==> config.mk <==
export PLATFORM = sky130hd
export DESIGN_NAME = alu4_cmd_queue_flat
export DESIGN_NICKNAME = d
export VERILOG_FILES = /design/src/rtl/alu4_pkg.sv /design/src/rtl/alu4_cmd_queue_if.sv /design/src/rtl/alu4_cmd_fifo.sv /design/src/rtl/alu4_cmd_queue.sv /design/src/flat_wrapper.sv
export SDC_FILE = /design/constraint.sdc
export NUM_CORES = 1
export LEC_CHECK = 0
export BUFFER_PORTS_ARGS = -buffer_cell sky130_fd_sc_hd__buf_2
export CORE_MARGIN = 2
export CORE_UTILIZATION = 61
export CTS_BUF_LIST = sky130_fd_sc_hd__clkbuf_4 sky130_fd_sc_hd__clkbuf_8
export DETAILED_ROUTE_END_ITERATION = 10
export GPL_ROUTABILITY_DRIVEN = 0
export PLACE_DENSITY = 0.85
export SYNTH_ARGS = -nofsm -noshare
export SYNTH_HDL_FRONTEND = slang
export SYNTH_SLANG_ARGS = --single-unit
==> constraint.sdc <==
create_clock -name clk -period 6.2 [get_ports clk]
set_clock_uncertainty 0.15 [all_clocks]
set_input_delay 0.31 -clock clk [delete_from_list [all_inputs] [get_ports clk]]
set_output_delay 0.31 -clock clk [all_outputs]
set_load 0.01 [all_outputs]
==> src/rtl/alu4_pkg.sv <==
// Shared definitions for the 4-bit ALU command path: widths, op codes and
// the command record carried through the queue.
package alu4_pkg;
  localparam int DATA_W = 4;
  localparam int OP_W   = 3;

  typedef enum logic [OP_W-1:0] {
    OP_ADD = 3'b000,
    OP_SUB = 3'b001,
    OP_AND = 3'b010,
    OP_OR  = 3'b011,
    OP_XOR = 3'b100,
    OP_NOT = 3'b101,
    OP_SHL = 3'b110,
    OP_SHR = 3'b111
  } alu_op_e;

  typedef struct packed {
    logic [OP_W-1:0]   op;
    logic [DATA_W-1:0] a;
    logic [DATA_W-1:0] b;
  } cmd_t;
endpackage

==> src/rtl/alu4_cmd_queue_if.sv <==
// Bundle of the command, ALU and result handshakes around alu4_cmd_queue.
interface alu4_cmd_queue_if
  import alu4_pkg::*;
#(
  parameter int DEPTH = 4
);
  localparam int CW = $clog2(DEPTH + 1);

  logic              in_valid;
  logic              in_ready;
  logic [OP_W-1:0]   in_op;
  logic [DATA_W-1:0] in_a;
  logic [DATA_W-1:0] in_b;
  logic [OP_W-1:0]   alu_op;
  logic [DATA_W-1:0] alu_a;
  logic [DATA_W-1:0] alu_b;
  logic [DATA_W-1:0] alu_r;
  logic              alu_zero;
  logic              out_valid;
  logic              out_ready;
  logic [DATA_W-1:0] out_r;
  logic              out_zero;
  logic [CW-1:0]     count;

  modport slave (
    input  in_valid, in_op, in_a, in_b, alu_r, alu_zero, out_ready,
    output in_ready, alu_op, alu_a, alu_b, out_valid, out_r, out_zero, count
  );

  modport master (
    output in_valid, in_op, in_a, in_b, alu_r, alu_zero, out_ready,
    input  in_ready, alu_op, alu_a, alu_b, out_valid, out_r, out_zero, count
  );
endinterface

==> src/rtl/alu4_cmd_fifo.sv <==
// Power-of-two command FIFO; occupancy is counted separately from the
// pointers so full and empty never alias.
module alu4_cmd_fifo
  import alu4_pkg::*;
#(
  parameter int DEPTH = 4,
  localparam int AW = $clog2(DEPTH),
  localparam int CW = $clog2(DEPTH + 1)
) (
  input  logic          clk,
  input  logic          rst_n,
  input  logic          push,
  input  logic          pop,
  input  cmd_t          din,
  output cmd_t          head,
  output logic          full,
  output logic          empty,
  output logic [CW-1:0] count
);
  cmd_t          mem [DEPTH];
  logic [AW-1:0] wptr, rptr;
  logic          do_push, do_pop;

  assign full    = (count == CW'(DEPTH));
  assign empty   = (count == '0);
  assign do_push = push && !full;
  assign do_pop  = pop && !empty;
  assign head    = mem[rptr];

  // Storage is left unreset; only the pointers and count define validity.
  always_ff @(posedge clk) begin
    if (do_push) mem[wptr] <= din;
  end

  always_ff @(posedge clk or negedge rst_n) begin
    if (!rst_n) begin
      wptr  <= '0;
      rptr  <= '0;
      count <= '0;
    end else begin
      if (do_push) wptr <= wptr + AW'(1);
      if (do_pop)  rptr <= rptr + AW'(1);
      case ({do_push, do_pop})
        2'b10:   count <= count + CW'(1);
        2'b01:   count <= count - CW'(1);
        default: count <= count;
      endcase
    end
  end
endmodule

==> src/rtl/alu4_cmd_queue.sv <==
// Command queue in front of an external combinational ALU, with a single
// result register holding the last issued result until downstream takes it.
module alu4_cmd_queue
  import alu4_pkg::*;
#(
  parameter int DEPTH = 4
) (
  input logic              clk,
  input logic              rst_n,
  alu4_cmd_queue_if.slave  q
);
  localparam int CW = $clog2(DEPTH + 1);

  cmd_t          din, head;
  logic          full, empty, issue;
  logic [CW-1:0] count;

  assign din = '{op: q.in_op, a: q.in_a, b: q.in_b};

  alu4_cmd_fifo #(.DEPTH(DEPTH)) u_fifo (
    .clk   (clk),
    .rst_n (rst_n),
    .push  (q.in_valid && q.in_ready),
    .pop   (issue),
    .din   (din),
    .head  (head),
    .full  (full),
    .empty (empty),
    .count (count)
  );

  assign q.in_ready = !full;
  assign q.count    = count;

  // Head is only shown to the ALU while it is valid so the ALU sees zeros when idle.
  assign q.alu_op = empty ? '0 : head.op;
  assign q.alu_a  = empty ? '0 : head.a;
  assign q.alu_b  = empty ? '0 : head.b;

  assign issue = !empty && (!q.out_valid || q.out_ready);

  always_ff @(posedge clk or negedge rst_n) begin
    if (!rst_n) begin
      q.out_valid <= 1'b0;
      q.out_r     <= '0;
      q.out_zero  <= 1'b0;
    end else if (issue) begin
      q.out_valid <= 1'b1;
      q.out_r     <= q.alu_r;
      q.out_zero  <= q.alu_zero;
    end else if (q.out_ready) begin
      q.out_valid <= 1'b0;
    end
  end
endmodule

==> src/flat_wrapper.sv <==
// flat-port wrapper written by rule: the top's interface ports become plain ports
module alu4_cmd_queue_flat import alu4_pkg::*;
#(
  parameter int DEPTH = 4
)
  (clk, rst_n, q_in_valid, q_in_op, q_in_a, q_in_b, q_alu_r, q_alu_zero, q_out_ready, q_in_ready, q_alu_op, q_alu_a, q_alu_b, q_out_valid, q_out_r, q_out_zero, q_count);
  alu4_cmd_queue_if #(.DEPTH(DEPTH)) q_i ();
  input logic clk;
  input logic rst_n;
  input wire logic [$bits(q_i.in_valid)-1:0] q_in_valid;
  input wire logic [$bits(q_i.in_op)-1:0] q_in_op;
  input wire logic [$bits(q_i.in_a)-1:0] q_in_a;
  input wire logic [$bits(q_i.in_b)-1:0] q_in_b;
  input wire logic [$bits(q_i.alu_r)-1:0] q_alu_r;
  input wire logic [$bits(q_i.alu_zero)-1:0] q_alu_zero;
  input wire logic [$bits(q_i.out_ready)-1:0] q_out_ready;
  output wire logic [$bits(q_i.in_ready)-1:0] q_in_ready;
  output wire logic [$bits(q_i.alu_op)-1:0] q_alu_op;
  output wire logic [$bits(q_i.alu_a)-1:0] q_alu_a;
  output wire logic [$bits(q_i.alu_b)-1:0] q_alu_b;
  output wire logic [$bits(q_i.out_valid)-1:0] q_out_valid;
  output wire logic [$bits(q_i.out_r)-1:0] q_out_r;
  output wire logic [$bits(q_i.out_zero)-1:0] q_out_zero;
  output wire logic [$bits(q_i.count)-1:0] q_count;
  assign q_i.in_valid = q_in_valid;
  assign q_i.in_op = q_in_op;
  assign q_i.in_a = q_in_a;
  assign q_i.in_b = q_in_b;
  assign q_i.alu_r = q_alu_r;
  assign q_i.alu_zero = q_alu_zero;
  assign q_i.out_ready = q_out_ready;
  assign q_in_ready = q_i.in_ready;
  assign q_alu_op = q_i.alu_op;
  assign q_alu_a = q_i.alu_a;
  assign q_alu_b = q_i.alu_b;
  assign q_out_valid = q_i.out_valid;
  assign q_out_r = q_i.out_r;
  assign q_out_zero = q_i.out_zero;
  assign q_count = q_i.count;
  alu4_cmd_queue #(.DEPTH(DEPTH)) u_core (.clk(clk), .rst_n(rst_n), .q(q_i));
endmodule
Yosys cells after proc, flatten, opt, wreduce, memory -nomap -nowiden --
Memories as Yosys holds them, arrays and structs flattened. Index checks and enable logic that the tools add are counted.
Cells by class: divide/modulo/power cells 0, muxes and demuxes 8, $add $sub $neg 4, order comparisons 0, $mul 0, equality and inequality tests 3, reductions and logical operators 11, bitwise operators 0, shifts and indexed selects 0
Operators by type and width (number):
- 4-bit two-way mux | 2
- 3-bit one-hot mux with 2 select lines | 1
- 2-bit by 1-bit adder with 2-bit output, second input constant | 2
- 1-bit logical AND | 4
- 1-bit two-way mux | 4
- 2-bit nonzero test | 2
- 3-bit by 1-bit adder with 3-bit output, second input constant | 1
- 3-bit == test, second input constant | 1
- 1-bit logical NOT | 3
- 3-bit logical NOT | 1
- 3-bit two-way mux | 1
- 3-bit by 1-bit subtractor with 3-bit output, second input constant | 1
- 2-bit by 1-bit == test with 1-bit output, second input constant | 1
- 2-bit == test, second input constant | 1
- 1-bit logical OR | 1
Storage, ports and cells: latch bits 0, register bits 13, memories kept 1, input port bits 20, output and inout port bits 21, bits in read-only memories 0, memory bits (writable) 44
Memory list:
- u_core.u_fifo.mem | depth 4, width 11, read ports 1, clocked after memory_dff 0, write ports 1, RTL line alu4_cmd_fifo.sv:20 | cmd_t mem [DEPTH];

Depth between registers and ports, before layout --
Gate-level depths: netlist of the first run.
depth after elaboration 6, depth in mapped cells 9, mapped depth without buffers 9

Hierarchy --
Synthesis of the first run repeated with hierarchy kept, for this count alone.
Second synthesis, totals: cell total of the unflattened synthesis 123, area total of the unflattened synthesis 2351.0 um^2
Modules (own cells, without submodules):
- alu4_cmd_fifo | times used 1, sequential area each 1496.4 um^2, cells an instance 94, area each 2031.9 um^2
- alu4_cmd_queue | times used 1, sequential area each 150.1 um^2, cells an instance 29, area each 319.1 um^2

Worst setup path before layout of the first run --
Ideal clock, no wire load.
path type flip-flop to flip-flop, from register u_core.u_fifo.count[0], to register u_core.u_fifo.count[2], setup time 0.079 ns, arrival 2.083 ns, slack 3.888 ns, cell stages (with the launch flop) 10, cell sequence dfrtp_1 or3b_4 and2_4 inv_1 ha_1 inv_1 fa_1 xor2_1 nor2_1 xor2_1
Between the ends: cells in the longest elaborated chain, start to end 6, elaborated cells between the ends (all ways) 14
Ends and longest elaborated chain:
- from (decl) | RTL line alu4_cmd_fifo.sv:18 | output logic [CW-1:0] count
- from (signal assigned) | RTL line alu4_cmd_fifo.sv:44 | 2'b10: count <= count + CW'(1);
- from (signal assigned) | RTL line alu4_cmd_fifo.sv:45 | 2'b01: count <= count - CW'(1);
- from (signal assigned) | RTL line alu4_cmd_fifo.sv:46 | default: count <= count;
- 3-bit == test * | RTL line alu4_cmd_fifo.sv:24 | assign full = (count == CW'(DEPTH));
- 1-bit logical NOT * | RTL line alu4_cmd_queue.sv:32 | assign q.in_ready = !full;
- named net q_in_ready | RTL line flat_wrapper.sv:17 | output wire logic [$bits(q_i.in_ready)-1:0] q_in_ready;
- 1-bit logical AND | RTL line alu4_cmd_queue.sv:23 | .push (q.in_valid && q.in_ready),
- 1-bit logical AND * | RTL line alu4_cmd_fifo.sv:26 | assign do_push = push && !full;
- 2-bit by 1-bit == test with 1-bit output or 2-bit == test (tied branches) | RTL line alu4_cmd_fifo.sv:43 | case ({do_push, do_pop})
- 3-bit one-hot mux with 2 select lines or 2-bit nonzero test (tied branches)
The timed path passes the listed nets; every way through them passes the cells marked *. A chain may end at the register's enable or synchronous reset.

Worst setup path after layout of the first run --
from register u_core.u_fifo.count[0], to register u_core.u_fifo.count[2]
Between the ends: cells in the longest elaborated chain, start to end 6, elaborated cells between the ends (all ways) 14
Ends and longest elaborated chain (RTL line):
- 3-bit == test or 3-bit logical NOT (tied branches) | alu4_cmd_fifo.sv:24, alu4_cmd_fifo.sv:25
- 1-bit logical NOT, on equally long branches
- 1-bit logical AND, on equally long branches | alu4_cmd_queue.sv:23, alu4_cmd_queue.sv:40
- 1-bit logical AND, on equally long branches | alu4_cmd_fifo.sv:26, alu4_cmd_fifo.sv:27
- 2-bit by 1-bit == test with 1-bit output or 2-bit == test (tied branches) | alu4_cmd_fifo.sv:43
- 3-bit one-hot mux with 2 select lines or 2-bit nonzero test (tied branches)
Several ways; a longest one is shown, not always the timed one.

==> reports/qor.txt, run 1 <==
status -> finished clean
area delta synth->final -> 18.78%
share of power burned in registers -> 0.440
register area share after synthesis -> 0.7121
worst setup margin -> 3452 ps
period utilisation layout -> 0.4433
per-cell routed wire length -> 18.19 um
CTS sink cnt -> 57
Lkg Pwr -> 1.085 nW
worst slew pin tran -> 892.3 ps
latest clock arrival within the worst-skew pair -> 320 ps
clk slew on worst S/H paths -> 60 ps
Fillers -> 236
CTS Buf Count -> 9
Avg Cell Area, Syn -> 19.27 um^2
Overall Global Routing Usage -> 0.2215
CTS tree -> built
Yosys top cell by area -> edfxtp_1
Req. time, crit path -> 6260 ps
fmax -> 363.9 MHz
CP max stage cell -> nor3_2
H-Tree Depth -> 3
Int Pwr -> 0.9291 mW
synth top area cells -> edfxtp_1 (57%), dfrtp_1 (14%), mux4_2 (11%), nor2b_1 (3.2%), ha_1 (2.7%)
hold buffer count at CTS -> 1
worst path cell trace -> nor3_2 > nor2b_1 > ha_1 > inv_1 > fa_1 > xor2_1 > nor2_1 > xor2_1
CP Max Fanout -> 14
Yosys reg bits -> 57
largest net degree at the start of global routing -> 15
die height -> 65.57 um
n_diodes -> 0
Post-synth EDFFs -> 44
vias -> 1219
layout cells sized above 1 -> 0.4566
Post-CTS Setup Inserts -> 0
Pwr per Cell Area -> 494.2 nW/um^2
I/O Buffers -> 40
Synth Instances -> 120
Top Family by Delay on Critical Path -> simple AND/OR/NAND/NOR gates
Sw Share -> 0.3155
Clk pwr share -> 0.236
die area -> 4299 um^2
initial antenna violation count -> 0
top-count cell post-synth -> edfxtp_1
Arrival @ worst endpoint -> 2810 ps
Buffers & Inverters on Critical Path -> 1
final hold vios -> 0
net count reported at finish -> 194
post-synth top area share -> 0.5714
Max Root-Sink Buffers -> 2
DRT iter0 DRCs -> 68
io pins -> 41
DP HPWL -> 2543 um
final setup vio count -> 0
synth unique cells -> 23
leading register cell type out of synthesis -> edfxtp_1
yosys warns -> 0
Vias/cell -> 5.516
Post-Route Hold Slack -> 41.45 ps
core area -> 3661 um^2
Largest stage delay, worst path -> 760 ps
CP startpoint kind -> flop
Root Driver -> clkbuf_8
Comb power frac -> 0.323
kind of critical path -> reg -> reg
Final TNS setup -> 0 ps
Post-Route WL -> 4020 um
vias in the first global route -> 1280
DRC Markers -> 0
unrepaired setup endpoints after global routing -> false
Syn Std Cell Area -> 2312 um^2
Die Span X -> 65.57 um
VDD IR max -> 0.3146 mV
Hold Crit Class -> in -> reg
switching pwr -> 0.4282 mW
Rows -> 22
# resized after CTS -> 0
asr flop ratio synth -> 0.2281
Slew Limit Fails -> 0
min cycle time layout -> 2748 ps
max cap viols -> 0
most used cell, CP -> xor2_1
top cells by count, synth -> edfxtp_1 (44), dfrtp_1 (13), nor2b_1 (12)
post-synth net total -> 146
antenna viol nets, final -> 0
final core occ -> 0.7502
crit end category -> flop
first-pass GRT wire length -> 6403 um
drt first pass iters -> 4
Initial Util -> 0.6316
GRT overflow -> 0
pre-CTS setup slack -> 3426 ps
Slew headroom -> 0.4019
==> power by group through the flow <==
stage          logic, mW  clock network, mW  registers [mW]
2_1_floorplan      0.322                  0           0.574
3_3_place_gp       0.426                  0           0.598
3_5_place_dp       0.442                  0           0.606
4_1_cts            0.448              0.326           0.601
5_1_grt            0.479              0.346           0.612
6_report           0.439              0.321           0.598
==> metal layers <==
layer  global-route usage  wire length (um)
met5                    0                 0
met1               0.2525              1543
met2               0.3750              2229
met3              0.08562               197
met4              0.09115                49
==> cell type report <==
type | instances | area (um^2) | area share
timing repair buffer | 41 | 210.2 | 0.07654
multi-input combinational | 53 | 621.8 | 0.2264
clock inverter | 7 | 61.31 | 0.02232
inverter | 6 | 22.52 | 0.008200
clock buffer | 9 | 123.9 | 0.04510
sequential | 57 | 1647 | 0.5995
tap | 48 | 60.06 | 0.02187
==> stage by stage <==
| step | cells | area [um^2] | power (mW) |
|---|---|---|---|
| 2_1_floorplan | 120 | 2312 | 0.8964 |
| 3_5_place_dp | 204 | 2551 | 1.048 |
| 5_1_grt | 221 | 2746 | 1.437 |
| 3_3_place_gp | 204 | 2551 | 1.024 |
| 6_report | 221 | 2746 | 1.357 |
| 4_1_cts | 221 | 2746 | 1.375 |
==> worst paths after layout <==
path	slack, ps	depth (start not counted)	end	start
setup / recovery	3450	8	u_core.u_fifo.count[2]$_DFFE_PN0P_	u_core.u_fifo.count[0]$_DFFE_PN0P_
hold / removal	40	1	u_core.u_fifo.mem[3][9]$_DFFE_PP_	q_in_op[1]
setup reg to reg	3450	8	u_core.u_fifo.count[2]$_DFFE_PN0P_	u_core.u_fifo.count[0]$_DFFE_PN0P_
hold reg to reg	360	1	u_core.q.out_r[2]$_DFFE_PN0P_	u_core.q.out_r[2]$_DFFE_PN0P_
max in group asynchronous	5420	2	u_core.q.out_r[0]$_DFFE_PN0P_	rst_n
min in group asynchronous	250	2	u_core.u_fifo.count[1]$_DFFE_PN0P_	rst_n
==> cell usage in the layout, fill, tap and decap left out, types with 2 or more instances in the layout <==
| master | n |
|---|---|
| inv_1 | 6 |
| clkbuf_8 | 9 |
| and3_2 | 4 |
| nor2b_1 | 12 |
| xor2_1 | 4 |
| clkinv_2 | 4 |
| edfxtp_1 | 44 |
| ha_1 | 5 |
| mux2_2 | 5 |
| mux4_2 | 11 |
| xnor2_1 | 2 |
| buf_2 | 40 |
| dfrtp_1 | 13 |
==> cell families after synthesis <==
| group | after synthesis | synth area share |
|---|---|---|
| xor gates and xnor gates | 6 | 0.02273 |
| adders and majority gates | 6 | 0.03571 |
| buffers and inverters | 10 | 0.01894 |
| DFF | 57 | 0.7121 |
| muxes | 18 | 0.1423 |
| and+or+nand+nor | 23 | 0.06818 |
==> sequential cells by signal (all words and copies together), names as in the netlist <==
name / flops
u_core.q.out_r: 4
u_core.q.out_valid: 1
u_core.q.out_zero: 1
u_core.u_fifo.count: 3
u_core.u_fifo.mem: 44
u_core.u_fifo.rptr: 2
u_core.u_fifo.wptr: 2
No activity file was read; power rests on OpenSTA's default activity.
==> inputs of run 2 (changes only) <==
--- a/config.mk
+++ b/config.mk
@@ -7,11 +7,11 @@
 export LEC_CHECK = 0
 export BUFFER_PORTS_ARGS = -buffer_cell sky130_fd_sc_hd__buf_2
 export CORE_MARGIN = 2
-export CORE_UTILIZATION = 61
+export CORE_UTILIZATION = 52
 export CTS_BUF_LIST = sky130_fd_sc_hd__clkbuf_4 sky130_fd_sc_hd__clkbuf_8
 export DETAILED_ROUTE_END_ITERATION = 10
 export GPL_ROUTABILITY_DRIVEN = 0
-export PLACE_DENSITY = 0.85
+export PLACE_DENSITY = 0.77
 export SYNTH_ARGS = -nofsm -noshare
 export SYNTH_HDL_FRONTEND = slang
 export SYNTH_SLANG_ARGS = --single-unit
==> constraint.sdc (replaced) <==
create_clock -name clk -period 2.4 [get_ports clk]
set_clock_uncertainty 0.15 [all_clocks]
set_input_delay 0.12 -clock clk [delete_from_list [all_inputs] [get_ports clk]]
set_output_delay 0.12 -clock clk [all_outputs]
set_load 0.01 [all_outputs]
==> run 2 against run 1 <==
Compared with the run above:
- setup slack got worse by 3400 ps
- final cell count up 13%
- sequential power up 140%
==> reports/qor.txt, run 2 (same netlist as run 1, synthesis figures left out) <==
vias in the first global route -> 1411
Max Root-Sink Buffers -> 2
status -> finished clean
CTS Buf Count -> 9
GRT overflow -> 0
core area -> 4324 um^2
crit end category -> flop
DRT iter0 DRCs -> 93
per-cell routed wire length -> 16.98 um
die area -> 4996 um^2
Rows -> 24
largest net degree at the start of global routing -> 14
CP startpoint kind -> flop
area delta synth->final -> 32.58%
final setup vio count -> 0
clk slew on worst S/H paths -> 60 ps
Pwr per Cell Area -> 1299 nW/um^2
kind of critical path -> reg -> reg
min cycle time layout -> 2326 ps
Initial Util -> 0.5347
Slew Limit Fails -> 0
Post-Route Hold Slack -> 35.67 ps
worst setup margin -> 74.49 ps
worst slew pin tran -> 555.0 ps
latest clock arrival within the worst-skew pair -> 330 ps
H-Tree Depth -> 3
CP Max Fanout -> 6
Slew headroom -> 0.6300
n_diodes -> 0
max cap viols -> 0
Root Driver -> clkbuf_8
multi-input logic area -> 624.3 um^2
fmax -> 430.0 MHz
I/O Buffers -> 40
first-pass GRT wire length -> 6879 um
DRC Markers -> 0
Final TNS setup -> 0 ps
Vias/cell -> 5.216
die height -> 70.68 um
layout cells sized above 1 -> 0.4444
Post-Route WL -> 4245 um
DP HPWL -> 2710 um
cell area after layout -> 3065 um^2
Overall Global Routing Usage -> 0.1905
Die Span X -> 70.68 um
period utilisation layout -> 0.9690
net count reported at finish -> 219
max reg flops -> 44
CTS sink cnt -> 57
top flop regs -> u_core.u_fifo.mem (44), u_core.q.out_r (4), u_core.u_fifo.count (3)
Arrival @ worst endpoint -> 2430 ps
vias -> 1304
io pins -> 41
commonest non-fill, non-tap cell in the layout -> edfxtp_1
CTS tree -> built
antenna viol nets, final -> 0
register bank with the most flops -> u_core.u_fifo.mem
DP Area -> 2601 um^2
Lkg Pwr -> 1.231 nW
pre-CTS setup slack -> 65.57 ps
VDD IR max -> 0.7144 mV
Fillers -> 285
Reg area -> 1647 um^2
final hold vios -> 0
most frequent cells in the layout -> edfxtp_1 (44), buf_2 (40), dlygate4sd3_1 (18), dfrtp_1 (13), nor2b_1 (12)
Hold Crit Class -> in -> reg
Req. time, crit path -> 2500 ps
drt first pass iters -> 4
initial antenna violation count -> 0
run 2: cell types whose count changed in the layout (fill, tap and decap cells not counted), sizes merged:
| cell | delta |
|---|---|
| bufinv | +3 |
| buf | +8 |
| dlygate4sd3 | +17 |
| clkbuf | +1 |
| clkinv | -3 |
| clkinvlp | -1 |
run 2: layer usage:
| layer | up-vias | track usage | share of wire |
|---|---|---|---|
| met3 | 10 | 0.05983 | 0.042 |
| met4 | 0 | 0.09644 | 0.023 |
| li1 | 594 | - | - |
| met5 | - | 0 | 0 |
| met2 | 37 | 0.3178 | 0.55 |
| met1 | 663 | 0.2236 | 0.39 |
run 2: path summary, 6_finish.rpt:
path | start | endpoint | slack (ps) | depth (start not counted)
max reg2reg | u_core.u_fifo.count[1]$_DFFE_PN0P_ | u_core.u_fifo.count[2]$_DFFE_PN0P_ | 70 | 9
max in group asynchronous | rst_n | u_core.q.out_r[1]$_DFFE_PN0P_ | 1770 | 2
min in group asynchronous | rst_n | u_core.u_fifo.rptr[0]$_DFFE_PN0P_ | 80 | 2
min reg2reg | u_core.q.out_zero$_DFFE_PN0P_ | u_core.q.out_zero$_DFFE_PN0P_ | 360 | 1
min | q_in_valid | u_core.u_fifo.wptr[0]$_DFFE_PN0P_ | 40 | 3
max | u_core.u_fifo.count[1]$_DFFE_PN0P_ | u_core.u_fifo.count[2]$_DFFE_PN0P_ | 70 | 9
run 2: report_power, final:
part	total (mW)	switching (mW)	leakage (nW)	internal, mW
Combinational	1.34	0.643	0.545	0.700
Clock	1.18	0.360	0.134	0.817
Sequential	1.46	0.127	0.552	1.34
Total	3.98	1.13	1.23	2.85
run 2: area by class of cell:
type,instances,share of cell area
clock buffer,10,0.04490
clock inverter,6,0.04204
inverter,6,0.007347
multi-input combinational,53,0.2037
sequential,57,0.5371
tap,52,0.02122
timing repair buffer,66,0.1437
run 2: through the flow:
step | utilization | power [mW] | std cells
finish | 0.7089 | 3.983 | 250
detailed placement | 0.6016 | 2.783 | 214
CTS | 0.7049 | 3.986 | 248
global placement | 0.6016 | 2.709 | 214
floorplan | - | 2.316 | 120
global route | 0.7089 | 4.199 | 250
run 2: what timing repair did:
item,CTS,global route
setup buffers,0,2
endpoints found under the setup margin,0,1
gates resized for setup,0,1
hold buffers,18,0
endpoints found under the hold margin,63,0
run 2: worst max-delay path, stage by stage, from the launching register on:
cell     delay, ps
dfrtp_1        400
or3b_4         410
and2_4         190
inv_1           60
ha_2           190
inv_1           60
fa_1           370
xor2_1         150
nor2_1         120
xor2_1         160
==> inputs of run 3 (changes only) <==
--- a/config.mk
+++ b/config.mk
@@ -11,7 +11,7 @@
 export CTS_BUF_LIST = sky130_fd_sc_hd__clkbuf_4 sky130_fd_sc_hd__clkbuf_8
 export DETAILED_ROUTE_END_ITERATION = 10
 export GPL_ROUTABILITY_DRIVEN = 0
-export PLACE_DENSITY = 0.77
+export PLACE_DENSITY = 0.78
 export SYNTH_ARGS = -nofsm -noshare
 export SYNTH_HDL_FRONTEND = slang
 export SYNTH_SLANG_ARGS = --single-unit
==> constraint.sdc (replaced) <==
create_clock -name clk -period 2.4 [get_ports clk]
set_clock_uncertainty 0.15 [all_clocks]
set_input_delay 0 -clock clk [delete_from_list [all_inputs] [get_ports clk]]
set_output_delay 0 -clock clk [all_outputs]
set_load 0.01 [all_outputs]
==> run 3 against run 2 <==
Compared with the run above:
- final cell count is 0.40% higher
- cell area is 3.1% lower
- sequential power hardly changed
- wire length is 1.9% higher
- critical path depth stayed put
- global-route usage is 0.33 points higher
- register-to-register slack hardly changed
- non-clock buffer count is 1 higher
- critical path type unchanged
- critical endpoint unchanged
- largest power group unchanged
==> reports/qor.txt, run 3 (same netlist as run 1, synthesis figures left out) <==
Power Total -> 3.505 mW
vias in the first global route -> 1462
Initial Util -> 0.5347
Slew Limit Fails -> 0
clk slew on worst S/H paths -> 60 ps
core area -> 4324 um^2
Max Root-Sink Buffers -> 2
CP Max Fanout -> 4
crit end category -> flop
initial antenna violation count -> 0
VDD IR max -> 0.5191 mV
fmax -> 430.1 MHz
DP HPWL -> 2787 um
Pwr per Cell Area -> 1180 nW/um^2
share of power burned in registers -> 0.423
max reg flops -> 44
final hold vios -> 0
Fillers -> 305
cell area after layout -> 2970 um^2
min cycle time layout -> 2325 ps
Arrival @ worst endpoint -> 2420 ps
Overall Global Routing Usage -> 0.1938
DRT iter0 DRCs -> 87
first-pass GRT wire length -> 6920 um
Die Span X -> 70.68 um
die height -> 70.68 um
Lkg Pwr -> 1.183 nW
CTS sink cnt -> 57
max cap viols -> 0
Slew headroom -> 0.5932
CP startpoint kind -> flop
H-Tree Depth -> 3
register bank with the most flops -> u_core.u_fifo.mem
CTS tree -> built
Sw Share -> 0.3177
CTS Buf Count -> 9
most frequent cells in the layout -> edfxtp_1 (44), buf_2 (40), dlygate4sd3_1 (20), dfrtp_1 (13), nor2b_1 (12)
largest net degree at the start of global routing -> 14
layout cells sized above 1 -> 0.4271
kind of critical path -> reg -> reg
die area -> 4996 um^2
Req. time, crit path -> 2500 ps
n_diodes -> 0
DRC Markers -> 0
Post-Route Hold Slack -> 273.4 ps
final setup vio count -> 0
final core occ -> 0.6869
Vias/cell -> 5.143
Comb power frac -> 0.374
worst slew pin tran -> 608.3 ps
switching pwr -> 1.113 mW
status -> finished clean
Int Pwr -> 2.391 mW
latest clock arrival within the worst-skew pair -> 330 ps
net count reported at finish -> 220
DP Area -> 2594 um^2
Root Driver -> clkbuf_8
Rows -> 24
area delta synth->final -> 28.46%
per-cell routed wire length -> 17.23 um
Post-Route WL -> 4325 um
commonest non-fill, non-tap cell in the layout -> edfxtp_1
GRT overflow -> 0
Hold Crit Class -> in -> reg
drt first pass iters -> 4
Clk pwr share -> 0.204
period utilisation layout -> 0.9688
io pins -> 41
antenna viol nets, final -> 0
vias -> 1291
I/O Buffers -> 40
top flop regs -> u_core.u_fifo.mem (44), u_core.q.out_r (4), u_core.u_fifo.count (3)
[run 3: changes by cell type in the layout (fill, tap and decap cells not counted)]
| cell | before | now |
|---|---|---|
| bufinv_16 | 4 | 0 |
| clkinv_1 | 1 | 4 |
| dlygate4sd3_1 | 18 | 20 |
| buf_4 | 8 | 7 |
| clkbuf_4 | 0 | 1 |
| clkbuf_8 | 10 | 9 |
| clkinv_2 | 1 | 2 |
| fa_1 | 1 | 0 |
| fa_2 | 0 | 1 |
[run 3: final timing paths]
| path | from | to | slack [ps] | depth (start not counted) |
|---|---|---|---|---|
| setup / recovery | u_core.u_fifo.count[2]$_DFFE_PN0P_ | u_core.u_fifo.count[2]$_DFFE_PN0P_ | 70 | 9 |
| hold / removal | q_in_a[3] | u_core.u_fifo.mem[3][7]$_DFFE_PP_ | 270 | 2 |
| setup reg to reg | u_core.u_fifo.count[2]$_DFFE_PN0P_ | u_core.u_fifo.count[2]$_DFFE_PN0P_ | 70 | 9 |
| hold reg to reg | u_core.q.out_r[2]$_DFFE_PN0P_ | u_core.q.out_r[2]$_DFFE_PN0P_ | 360 | 1 |
| max in group asynchronous | rst_n | u_core.u_fifo.wptr[0]$_DFFE_PN0P_ | 1100 | 3 |
| min in group asynchronous | rst_n | u_core.q.out_zero$_DFFE_PN0P_ | 610 | 3 |
[run 3: cell type report]
cell class | count | area [um^2] | share of cell area
Clock inverter | 6 | 25.02 | 0.008425
Tap cell | 52 | 65.06 | 0.02190
Inverter | 6 | 22.52 | 0.007582
Clock buffer | 10 | 131.4 | 0.04423
Sequential cell | 57 | 1647 | 0.5543
Multi-Input combinational cell | 53 | 626.9 | 0.2110
Timing Repair Buffer | 67 | 452.9 | 0.1525
[run 3: per-stage QoR]
| stage | TNS (ps) | worst slack [ps] | instances |
|---|---|---|---|
| 2_1_floorplan | 0 | 87.93 | 120 |
| 6_report | 0 | 74.91 | 251 |
| 4_1_cts | 0 | 52.58 | 249 |
| 3_5_place_dp | 0 | 58.95 | 213 |
| 5_1_grt | -43.50 | -43.50 | 251 |
| 3_3_place_gp | 0 | 152.9 | 213 |
[run 3: what timing repair did]
action                     in CTS  in global routing
hold buffers                   20                  0
setup buffers                   0                  2
hold endpoints to repair       66                  0
setup endpoints to repair       0                  1
resized for setup               0                  2
[run 3: critical path, stage by stage, from the launching register on]
cell and delay [ps]:
dfrtp_1 420, or3b_4 420, and2_4 170, inv_1 60, ha_2 180, inv_1 50, fa_2 330, xor2_1 150
nor2_1 150, xor2_1 170
[run 3: power by group through the flow]
stage / Combinational (mW) / Clock [mW] / Sequential, mW
global placement: 1.23 / 0 / 1.47
CTS: 1.30 / 0.720 / 1.48
global route: 1.44 / 0.764 / 1.51
detailed placement: 1.27 / 0 / 1.50
floorplan: 0.832 / 0 / 1.48
finish: 1.31 / 0.713 / 1.48
[run 3: layer usage]
| layer | up-vias | routed length, um | GRT usage |
|---|---|---|---|
| met5 | - | 0 | 0 |
| met3 | 13 | 133 | 0.04986 |
| met1 | 647 | 1629 | 0.1980 |
| li1 | 599 | - | - |
| met2 | 32 | 2458 | 0.3520 |
| met4 | 0 | 104 | 0.1174 |
